`config.mk`:
```
export PLATFORM = sky130hd
export DESIGN_NAME = rns_mod_reduce_seq
export DESIGN_NICKNAME = d
export VERILOG_FILES = /design/src/rtl/rns_pkg.sv /design/src/rtl/rns_cond_sub.sv /design/src/rtl/rns_mod_reduce_seq.sv
export SDC_FILE = /design/constraint.sdc
export NUM_CORES = 1
export LEC_CHECK = 0
export BUFFER_PORTS_ARGS = -buffer_cell sky130_fd_sc_hd__buf_2
export CORE_MARGIN = 2
export CORE_UTILIZATION = 40
export CTS_CLUSTER_SIZE = 14
export DETAILED_ROUTE_END_ITERATION = 8
export PLACE_DENSITY = 0.56
export SYNTH_ARGS = -nofsm -noshare
export SYNTH_HDL_FRONTEND = slang
export SYNTH_SLANG_ARGS = --single-unit
export TNS_END_PERCENT = 20
```
`constraint.sdc`:
```
create_clock -name clk -period 7.65 [get_ports clk]
set_input_delay 1.53 -clock clk [delete_from_list [all_inputs] [get_ports clk]]
set_output_delay 1.53 -clock clk [all_outputs]
set_load 0.02 [all_outputs]
```
`src/rtl/rns_pkg.sv`:
```
// Shared types and constants for the RNS modulo reducer: FSM state encoding,
// default widths and the step-counter width helper.
package rns_pkg;

    typedef enum logic [1:0] {
        IDLE = 2'd0,
        RUN  = 2'd1,
        DONE = 2'd2
    } state_t;

    localparam int DEF_DIVIDEND_W = 8;
    localparam int DEF_MOD_W      = 4;

    // ceil(log2(w)), kept at least 1 so the step counter always has a bit.
    function automatic int step_cnt_w(input int w);
        return (w <= 2) ? 1 : $clog2(w);
    endfunction

endpackage

```
`src/rtl/rns_cond_sub.sv`:
```
// One restoring-division step: compare residue with m << k at full width and
// subtract when it fits. Purely combinational.
module rns_cond_sub #(
    parameter int DIVIDEND_W = 8,
    parameter int MOD_W      = 4,
    parameter int K_W        = 3
) (
    input  logic [DIVIDEND_W-1:0] i_r,
    input  logic [MOD_W-1:0]      i_m,
    input  logic [K_W-1:0]        i_k,
    output logic [DIVIDEND_W-1:0] o_r,
    output logic                  o_sub
);
    localparam int S_W = DIVIDEND_W + MOD_W - 1;

    logic [S_W-1:0] w_s;
    logic [S_W-1:0] w_r_ext;

    assign w_s     = S_W'(i_m) << i_k;
    assign w_r_ext = S_W'(i_r);
    assign o_sub   = (w_r_ext >= w_s);
    // When the subtract happens the difference fits in DIVIDEND_W bits, so the
    // low bits of s are all that matter for the result.
    assign o_r     = o_sub ? (i_r - w_s[DIVIDEND_W-1:0]) : i_r;

endmodule

```
`src/rtl/rns_mod_reduce_seq.sv`:
```
// Sequential remainder = dividend mod modulus, one shift/compare/subtract per clock.
// Optional quotient output when RNS_MOD_QUOTIENT_EN is defined.
module rns_mod_reduce_seq
    import rns_pkg::*;
#(
    parameter int DIVIDEND_W = DEF_DIVIDEND_W,
    parameter int MOD_W      = DEF_MOD_W
) (
    input  logic                  clk,
    input  logic                  rst,
    input  logic                  in_valid,
    output logic                  in_ready,
    input  logic [DIVIDEND_W-1:0] dividend,
    input  logic [MOD_W-1:0]      modulus,
    output logic                  out_valid,
    input  logic                  out_ready,
    output logic [MOD_W-1:0]      remainder,
    output logic                  mod_err
`ifdef RNS_MOD_QUOTIENT_EN
    ,
    output logic [DIVIDEND_W-1:0] quotient
`endif
);
    localparam int             K_W   = step_cnt_w(DIVIDEND_W);
    localparam logic [K_W-1:0] K_MAX = K_W'(DIVIDEND_W - 1);

    state_t                  r_state;
    state_t                  w_state_nxt;
    logic [DIVIDEND_W-1:0]   r_res;
    logic [DIVIDEND_W-1:0]   w_res_nxt;
    logic [MOD_W-1:0]        r_mod;
    logic [K_W-1:0]          r_k;
    logic                    r_err;
    logic                    w_sub;
    logic                    w_accept;
    logic                    w_mod_zero;

    assign w_mod_zero = (modulus == '0);

    rns_cond_sub #(
        .DIVIDEND_W (DIVIDEND_W),
        .MOD_W      (MOD_W),
        .K_W        (K_W)
    ) u_cond_sub (
        .i_r   (r_res),
        .i_m   (r_mod),
        .i_k   (r_k),
        .o_r   (w_res_nxt),
        .o_sub (w_sub)
    );

    always_comb begin
        w_state_nxt = r_state;
        in_ready    = 1'b0;
        out_valid   = 1'b0;
        w_accept    = 1'b0;
        case (r_state)
            IDLE: begin
                in_ready = 1'b1;
                if (in_valid) begin
                    w_accept    = 1'b1;
                    w_state_nxt = w_mod_zero ? DONE : RUN;
                end
            end
            RUN: begin
                if (r_k == '0) begin
                    w_state_nxt = DONE;
                end
            end
            DONE: begin
                out_valid = 1'b1;
                if (out_ready) begin
                    w_state_nxt = IDLE;
                end
            end
            default: w_state_nxt = IDLE;
        endcase
        remainder = out_valid ? r_res[MOD_W-1:0] : '0;
    end

    assign mod_err = r_err;

    always_ff @(posedge clk or posedge rst) begin
        if (rst) begin
            r_state <= IDLE;
        end else begin
            r_state <= w_state_nxt;
        end
    end

    // A zero modulus loads a zero residue so the forced remainder falls out naturally.
    always_ff @(posedge clk or posedge rst) begin
        if (rst) begin
            r_res <= '0;
            r_mod <= '0;
            r_k   <= '0;
            r_err <= 1'b0;
        end else if (w_accept) begin
            r_res <= w_mod_zero ? '0 : dividend;
            r_mod <= modulus;
            r_k   <= K_MAX;
            r_err <= w_mod_zero;
        end else if (r_state == RUN) begin
            r_res <= w_res_nxt;
            if (r_k != '0) begin
                r_k <= r_k - 1'b1;
            end
        end
    end

`ifdef RNS_MOD_QUOTIENT_EN
    logic [DIVIDEND_W-1:0] r_quo;

    always_ff @(posedge clk or posedge rst) begin
        if (rst) begin
            r_quo <= '0;
        end else if (w_accept) begin
            r_quo <= '0;
        end else if (r_state == RUN && w_sub) begin
            r_quo[r_k] <= 1'b1;
        end
    end

    assign quotient = r_quo;
`endif

endmodule

```
==> flow_metrics.tcl, run 1 <==
set metrics [dict create \
    status "finished, final reports clean" \
    die_area_sq_um 4000 \
    cpMostUsedCell "o21ai_0" \
    drtPass1Iterations 4 \
    port_buffers 22 \
    drtIter0Drc 47 \
    cts_made_buffers 3 \
    synth_cells 154 \
    critPathBufInv 0 \
    hold_path.class "reg2reg" \
    synth_seq_cells 18 \
    synth_compound_area_share_pct 25.9 \
    synth_area_sq_um 1400 \
    vias 1200 \
    die_h_um 63.2 \
    grt_max_degree 20 \
    grt_pass1_wl_um 5310 \
    cts_tree "built" \
    start_util_pct 41.7 \
    yosysMostFrequentCell "dfrtp_1" \
    cts_num_sinks 18 \
    start_kind "flop" \
    htreeDepth 1 \
    hpwl_um 2410 \
    post-route-min-period_ns 3.02 \
    cts_root_buf "clkbuf_4" \
    power.density_nw_per_um2 494 \
    via_per_inst 5.41 \
    dp_cells 218 \
    cts_resized 0 \
    synthArstFlopShare_pct 100 \
    diodes 0 \
    synth_fp_nets 181 \
    yosysSeqAreaShare_pct 32.1 \
    ir_drop_mv 0.235 \
    rows 21 \
    p_leak_nw 0.712 \
    worst_pin_slew_ns 0.747 \
    crit_family "compound AO/OA/AOI/OAI gates" \
    synthTopCellsByArea "dfrtp_1 (32%), ha_1 (8.9%), mux2_2 (4.8%)" \
    grt_pass1_vias 1174 \
    fmax_ghz 0.331 \
    synth_top_area_share_pct 32.1 \
    finalNonFillerCells 222 \
    yosys_warnings 0 \
    grt_overflow 0 \
    slew_violations 0 \
    cts_setup_buffers 0 \
    routedWlPerCell_um 14.2 \
    syn_area_per_cell_sq_um 9.11 \
    finClkSkew_ns 0.0103 \
    clk_path_buf_depth 2 \
    setup_viol 0 \
    antenna_found_initial 0 \
    slowest_stage "dfrtp_1" \
    nNetsFinal 204 \
    synthToLayoutAreaGrowth_pct 12.8 \
    ios 23 \
    muxShareOfSynthArea_pct 7.31 \
    core_sq_um 3360 \
    rsz0062_at_grt "no" \
    crit_chain "mux2_2, nand2_1, o21ai_0, o21ai_0, ha_1, a211oi_2, o21ai_0, o21ba_2, o21ai_4, mux2_4" \
    slowest_delay_ns 0.57 \
    synth_edf_count 0 \
    insertion_delay_ns 0.31 \
    synth_area_leader_cell "dfrtp_1" \
    cap_violations 0 \
    ys.flop_type "dfrtp_1" \
    wirelength_um 3150 \
    crit_fanout 9 \
    finalHoldViolCount 0 \
    synth_common_cells "dfrtp_1 (18), nand2_1 (17), nor2_1 (13)" \
    grt_use_total_pct 17.0 \
    drive_gt1_share_pct 22.7 \
    clk_pin_slew_ns 0.11 \
    crit_required_ns 7.86 \
    finalSetupTns_ns 0 \
    synthDistinctLibCells 47 \
    synth_top_family_by_area "compound AO/OA/AOI/OAI gates" \
    path_class "reg2reg" \
    worstPathArrival_ns 3.23 \
    postRouteAntennaNets 0 \
    period_share_pct 39.5 \
    synth_adder_area_share_pct 10.3 \
    fp.dieW_um 63.2 \
    relSlewSlack_pct 50.1 \
    postCtsHoldBufs 0 \
    synth-simple-area-share_pct 17.7 \
    synth_xor_area_share_pct 3.12 \
    gp_congestion 0.775 \
    drc 0 \
    end_kind "flop" \
]
[metal layers]
metal	track usage [%]	vias to the layer above	part of all wire, %
li1	-	605	-
met1	22.4	577	47
met2	28.7	13	49
met3	2.14	5	2.3
met4	6.25	0	1.4
met5	0	-	0
[cells by family after synthesis]
kind of cell / Yosys count
buf+inv: 11
xor+xnor: 5
simple gates: 51
fa+ha+maj: 11
flops: 18
mux: 9
compound gates: 49
[power breakdown]
group	switching, mW	internal [mW]	leakage, nW
Combinational	0.286	0.238	0.481
Sequential	0.0555	0.141	0.211
Clock	0.0324	0.0291	0.0210
Total	0.374	0.408	0.712
[worst min-delay path, delay by kind of cell (launching register included)]
| kind | cells | cell delay, ns |
|---|---|---|
| DFF | 1 | 0.35 |
| AOI/OAI and AO/OA | 1 | 0.06 |
| and+or+nand+nor | 1 | 0.05 |
[worst paths after layout]
kind                          from    endpoint  slack, ns  cells after the start
max in group asynchronous      rst    r_mod[0]       5.85                      2
min in group asynchronous      rst  r_state[1]       1.32                      2
hold reg to reg            mod_err     mod_err       0.49                      2
setup / recovery            r_k[0]    r_res[4]       4.63                     10
hold / removal             mod_err     mod_err       0.49                      2
setup reg to reg            r_k[0]    r_res[4]       4.63                     10
[state kept, by name (all words and copies together), names as in the netlist]
| name | flops |
|---|---|
| mod_err | 1 |
| r_k | 3 |
| r_mod | 4 |
| r_res | 8 |
| r_state | 2 |
[area by class of cell]
cell class	count	area, sq um
multi-input cells	125	902
inverters	7	26.3
fillers	363	1780
flip-flops and latches	18	450
clock buffers	4	36.3
repair buffers	22	110
well taps	46	57.6
[per-stage QoR]
stage	worst slack (ns)	hold WS (ns)	utilization (%)	area [sq um]	total power, mW
floorplan	4.99	0.489	-	1400	0.619
global placement	4.69	0.462	46.0	1550	0.714
detailed placement	4.64	0.470	46.0	1550	0.724
CTS	4.65	0.495	47.1	1580	0.787
global route	4.40	0.547	47.1	1580	0.869
finish	4.63	0.488	47.1	1580	0.782
[placed cells by master (no fill, tap or decap), types with 2 or more instances in the layout]
cell type and instances:
buf_2 22, ha_1 10, nor2_1 13, o211ai_1 2, a21oi_1 10, nor2b_1 2, nand3_1 3, xor2_1 2
a21o_1 5, o21ai_0 10, nand2_1 17, dfrtp_1 18, mux2_2 6, or3_1 2, xnor2_1 3, clkbuf_4 3
inv_1 7, mux2i_1 2, a211oi_1 4, o221a_1 3, and2_1 4, a221o_1 2, o21bai_1 2
Power figures use the tool's default switching activity.
==> run 2, diff against run 1 <==
clock period = 3 ns   (was 7.65 ns; I/O delays follow)
==> run 2 against run 1 <==
  * Design area is 0.32% lower
  * Combinational power grew to 2.6 times the previous value
  * Register-to-register slack worse by 4.3 ns
  * Clock skew is 0.0012 ns higher
  * Sequential power grew to 2.6 times the previous value
  * Clock-buffer cell count is 1 lower
  * Final cell count stayed put
  * Core utilization is 0.15 points lower
  * Clock power is 100% higher
  * Critical path depth stayed put
  * Total power grew to 2.5 times the previous value
  * Worst setup slack worse by 4.3 ns
  * Critical endpoint is now r_res[2]
  * Largest cell class unchanged
  * Highest routed layer unchanged
==> flow_metrics.tcl, run 2 (synthesized netlist as in run 1, its figures left out) <==
set metrics [dict create \
    crit_fanout 9 \
    final_common_cell "buf_2" \
    grt_use_total_pct 17.6 \
    post-route-min-period_ns 2.69 \
    clk_pin_slew_ns 0.11 \
    fp.dieW_um 63.2 \
    antenna_found_initial 0 \
    dpl_cell_area_sq_um 1550 \
    start_util_pct 41.7 \
    p_leak_nw 0.709 \
    hold_path.class "in2async" \
    crit_required_ns 3.19 \
    rrSetupSlack_ns 0.31 \
    synthToLayoutAreaGrowth_pct 12.5 \
    fmax_ghz 0.371 \
    ios 23 \
    relSlewSlack_pct 53.6 \
    crit_start "r_k[0]" \
    end_kind "flop" \
    combPwrFrac_pct 68.4 \
    regToRegStartpoint "r_k[0]" \
    rows 21 \
    port_buffers 22 \
    cts_tree "built" \
    die_h_um 63.2 \
    finalHoldViolCount 0 \
    p_sw_share_pct 48.5 \
    start_kind "flop" \
    via_per_inst 5.55 \
    finClkSkew_ns 0.0116 \
    core_sq_um 3360 \
    cts_num_sinks 18 \
    reg_top3 "r_res x8, r_mod x4, r_k x3" \
    fill_cells 382 \
    power.density_nw_per_um2 1260 \
    largest_register "r_res" \
    nNetsFinal 205 \
    cts_setup_buffers 0 \
    grt_pass1_vias 1220 \
    drtPass1Iterations 4 \
    p_switching_mw 0.962 \
    gp_congestion 0.887 \
    drc 0 \
    wirelength_um 3250 \
    setup_viol 0 \
    p_clk_share_pct 6.2 \
    htreeDepth 1 \
    grt_util_met1_pct 22.9 \
    grt_overflow 0 \
    grt_max_degree 19 \
    rsz0062_at_grt "no" \
    insertion_delay_ns 0.30 \
    grt_pass1_wl_um 5550 \
    cts_resized 0 \
    diodes 0 \
    hpwl_um 2570 \
    vias 1232 \
    path_class "reg2reg" \
    worstPathArrival_ns 2.88 \
    cts_made_buffers 3 \
    postRouteAntennaNets 0 \
    drive_gt1_share_pct 23.3 \
    drtIter0Drc 65 \
    largest_reg_flops 8 \
    power_frac_seq_pct 25.4 \
    layout_common_cells "buf_2 (22), nand2_1 (17), dfrtp_1 (17)" \
    routedWlPerCell_um 14.6 \
    met3_usage_pct 3.93 \
    status "finished, final reports clean" \
    p_int_mw 1.02 \
    die_area_sq_um 4000 \
    seq_area_sq_um 452 \
    grt-busiest-layer "met2" \
    design_area_sq_um 1580 \
    dp_cells 219 \
    period_share_pct 89.8 \
    cap_violations 0 \
    cts_root_buf "clkbuf_4" \
    finalSetupTns_ns 0 \
    fin_total_pwr_mw 1.98 \
    ir_drop_mv 0.679 \
    use_met2_pct 29.4 \
    slew_violations 0 \
    postCtsHoldBufs 0 \
    clk_path_buf_depth 2 \
    finalNonFillerCells 222 \
    worst_pin_slew_ns 0.695 \
    multi_input_area_sq_um 902 \
    final_core_util_pct 46.9 \
]
-- run 2: cell types whose count changed in the layout (fill, tap and decap cells not counted), sizes merged --
cell	change
buf	+1
clkbuf	-1
-- run 2: final timing paths --
| kind | to | cells past startpoint |
|---|---|---|
| worst max-delay path | r_res[2] | 10 |
| worst min-delay path | r_res[1] | 2 |
| worst max register to register | r_res[2] | 10 |
| worst min register to register | mod_err | 2 |
| max in group asynchronous | r_k[0] | 2 |
| min in group clk | mod_err | 2 |
-- run 2: per-layer routing --
metal	up-vias	share of wire [%]
met1	600	47
met4	0	1.5
met5	-	0
met2	11	49
met3	4	2.0
li1	617	-
-- run 2: power groups by stage --
stage	sequential [mW]	combinational, mW	clock, mW
2_1_floorplan	0.438	1.14	0
3_3_place_gp	0.503	1.33	0
3_5_place_dp	0.508	1.35	0
4_1_cts	0.502	1.36	0.126
5_1_grt	0.530	1.52	0.136
6_report	0.503	1.36	0.123
-- run 2: layout make-up --
class	count	share of cell area, %
clock buffers	3	1.43
inverters	7	1.67
multi-input cells	125	57.2
flip-flops and latches	18	28.6
well taps	46	3.65
repair buffers	23	7.45
-- run 2: stage by stage --
stage / hold slack (ns) / setup slack, ns
floorplan: 0.489 / 0.540
global placement: 0.457 / 0.312
detailed placement: 0.469 / 0.238
CTS: 0.421 / 0.212
global route: 0.462 / 0.0952
finish: 0.390 / 0.307
-- run 2: worst max-delay path, stage by stage (launching register included) --
cell and delay (ns):
dfrtp_2 0.48, mux2_2 0.37, nand2_1 0.06, o21ai_0 0.08, o21ai_0 0.19, ha_1 0.32
a211oi_2 0.23, o21ai_0 0.13, o21ba_2 0.32, nor2_1 0.08, a221o_1 0.32
==> run 3, diff against run 2 <==
ABC_AREA = 1   (was default)
PLACE_DENSITY = 0.58   (was 0.56)
clock period = 2.3 ns   (was 3 ns; I/O delays follow)
==> run 3 against run 2 <==
  * Sequential cell count did not move
  * Non-clock buffer count is 10 higher
  * Design area increased by 17%
  * Die area rose by 2.8%
  * Global-route usage rose by 1.6 points
  * First-iteration DRC count up 26%
==> flow_metrics.tcl, run 3 <==
set metrics [dict create \
    final_common_cell "nand2_1" \
    reg_top3 "r_res x8, r_mod x4, r_k x3" \
    synth_top_area_share_pct 31.2 \
    synthArstFlopShare_pct 100 \
    period_share_pct 97.4 \
    path_class "reg2reg" \
    cpMostUsedCell "nand2_2" \
    nNetsFinal 272 \
    slew_violations 0 \
    crit_fanout 8 \
    insertion_delay_ns 0.30 \
    synthDistinctLibCells 26 \
    vias 1415 \
    via_per_inst 4.88 \
    wl_met1_um 1760 \
    synth_cells 209 \
    largest_register "r_res" \
    cts_num_sinks 18 \
    routedWlPerCell_um 12.7 \
    rsz0062_at_grt "yes" \
    syn_area_per_cell_sq_um 6.91 \
    fill_cells 332 \
    dpl_cell_area_sq_um 1620 \
    postCtsHoldBufs 0 \
    layout_setup_ws_ns 0.0593 \
    yosysSeqAreaShare_pct 31.2 \
    worstPathArrival_ns 2.45 \
    slowest_stage "dfrtp_2" \
    cap_violations 0 \
    synth_top_family_by_area "simple AND/OR/NAND/NOR gates" \
    antenna_found_initial 0 \
    synth_area_sq_um 1440 \
    largest_reg_flops 8 \
    start_util_pct 42.6 \
    drtIter0Drc 82 \
    core_sq_um 3390 \
    grt_pass1_vias 1321 \
    route.met2.wl_um 1780 \
    layout_common_cells "nand2_1 (60), buf_2 (22), inv_1 (19), nand3_1 (19), dfrtp_1 (15)" \
    slowest_delay_ns 0.49 \
    rows 21 \
    wl_met3_um 110 \
    post-route-min-period_ns 2.24 \
    synth_common_cells "nand2_1 (72), inv_1 (19), nand3_1 (19)" \
    synthToLayoutAreaGrowth_pct 28.2 \
    fmax_ghz 0.446 \
    drive_gt1_share_pct 36.1 \
    htreeDepth 1 \
    dp_slack_ns -0.0566 \
    reg2reg_depth 16 \
    cts_root_buf "clkbuf_4" \
    top_layer "met4" \
    grt_pass1_wl_um 6180 \
    grt_use_total_pct 19.2 \
    muxShareOfSynthArea_pct 0 \
    fp.dieW_um 64.1 \
    synth_xor_area_share_pct 0.607 \
    postRouteAntennaNets 0 \
    synth_adder_area_share_pct 10.1 \
    wirelength_um 3690 \
    yosysMostFrequentCell "nand2_1" \
    clk_pin_slew_ns 0.12 \
    relSlewSlack_pct 52.5 \
    port_buffers 22 \
    status "finished, final reports clean" \
    clk_path_buf_depth 2 \
    yosys_warnings 0 \
    design_area_sq_um 1850 \
    crit_required_ns 2.51 \
    start_kind "flop" \
    crit_chain "inv_4, nand2_4, nand3_2, o21ai_2, o21ai_1, ha_1, nand2_1, nand2_2, a21oi_2, nand2_1, nand2_2, nand2_2, nand2_4, nand2_8, nand2_2, nand2_2" \
    drtPass1Iterations 4 \
    setup_viol 0 \
    worst_pin_slew_ns 0.712 \
    hpwl_um 2600 \
    synth-simple-area-share_pct 37.3 \
    ios 23 \
    synth_edf_count 0 \
    cts_tree "built" \
    synthTopCellsByArea "dfrtp_1 (31%), nand2_1 (19%), ha_1 (8.7%)" \
    end_kind "flop" \
    synth_compound_area_share_pct 12.4 \
    grt_max_degree 19 \
    synth_area_leader_cell "dfrtp_1" \
    die_h_um 64.1 \
    final_core_util_pct 54.6 \
    diodes 0 \
    finalHoldViolCount 0 \
    synth_fp_nets 236 \
    hold_path.class "in2async" \
    grt_overflow 0 \
    ys.flop_type "dfrtp_1" \
    finClkSkew_ns 0.000965 \
    gp_congestion 0.797 \
    drc 0 \
    synth_seq_cells 18 \
    die_area_sq_um 4110 \
    cts_made_buffers 3 \
]
## run 3: cell count changes after synthesis, moves of 5 or more
cell / delta
nand3_1: +16
inv_2: +10
a21o_1: -5
mux2_2: -6
nand2_1: +55
inv_1: +12
## run 3: per-stage QoR
step,hold WS [ns],setup TNS [ns],std cells
3_5_place_dp,0.497,-0.253,277
3_3_place_gp,0.487,-0.878,277
6_report,0.249,0,290
2_1_floorplan,0.399,0,209
4_1_cts,0.282,0,283
5_1_grt,0.318,-0.487,290
## run 3: layout make-up
cell class	count	area, sq um	area share, %
sequential	18	454	24.5
clock buffer	4	36.3	1.96
timing repair buffer	33	200	10.8
tap	46	57.6	3.11
multi-input combinational	159	987	53.3
inverter	30	115	6.22
## run 3: path summary, 6_finish.rpt
check | start | endpoint | slack [ns]
min | rst | r_state[1] | 0.25
min in group clk | modulus[3] | r_mod[3] | 0.37
max | r_k[0] | r_res[0] | 0.06
max in group asynchronous | rst | r_k[2] | 1.56
max reg2reg | r_k[0] | r_res[0] | 0.06
min reg2reg | mod_err | mod_err | 0.52
## run 3: kinds of logic (layout without fill, tap and decap cells)
kind of cell,count (synthesis),in the layout
buffers and inverters,32,67
DFF,18,18
xor gates and xnor gates,1,1
AOI/OAI and AO/OA,29,29
adders and majority gates,11,11
and+or+nand+nor,118,118
## run 3: repair_timing
item / in CTS / in global routing
buffers inserted: 2 / 7
resized for setup: 2 / 37
pin swaps: 1 / 16
endpoints found under the setup margin: 8 / 8
## run 3: layer usage
layer	vias up	global-route usage [%]
met4	0	4.08
li1	746	-
met3	4	2.11
met5	-	0
met1	633	27.3
met2	32	31.4
## run 3: critical path: cells and delay by family (launching register included)
family / cells / cell delay, ns
AND/OR/NAND/NOR: 11 / 0.88
flip-flops: 1 / 0.49
AO/OA/AOI/OAI: 3 / 0.38
adder cells (fa/ha/maj): 1 / 0.28
buffers and inverters: 1 / 0.11
Power of run 3 is left out: the tool's default activity adds up to more than one toggle a clock period on the data nets, which glitch-free logic cannot reach.
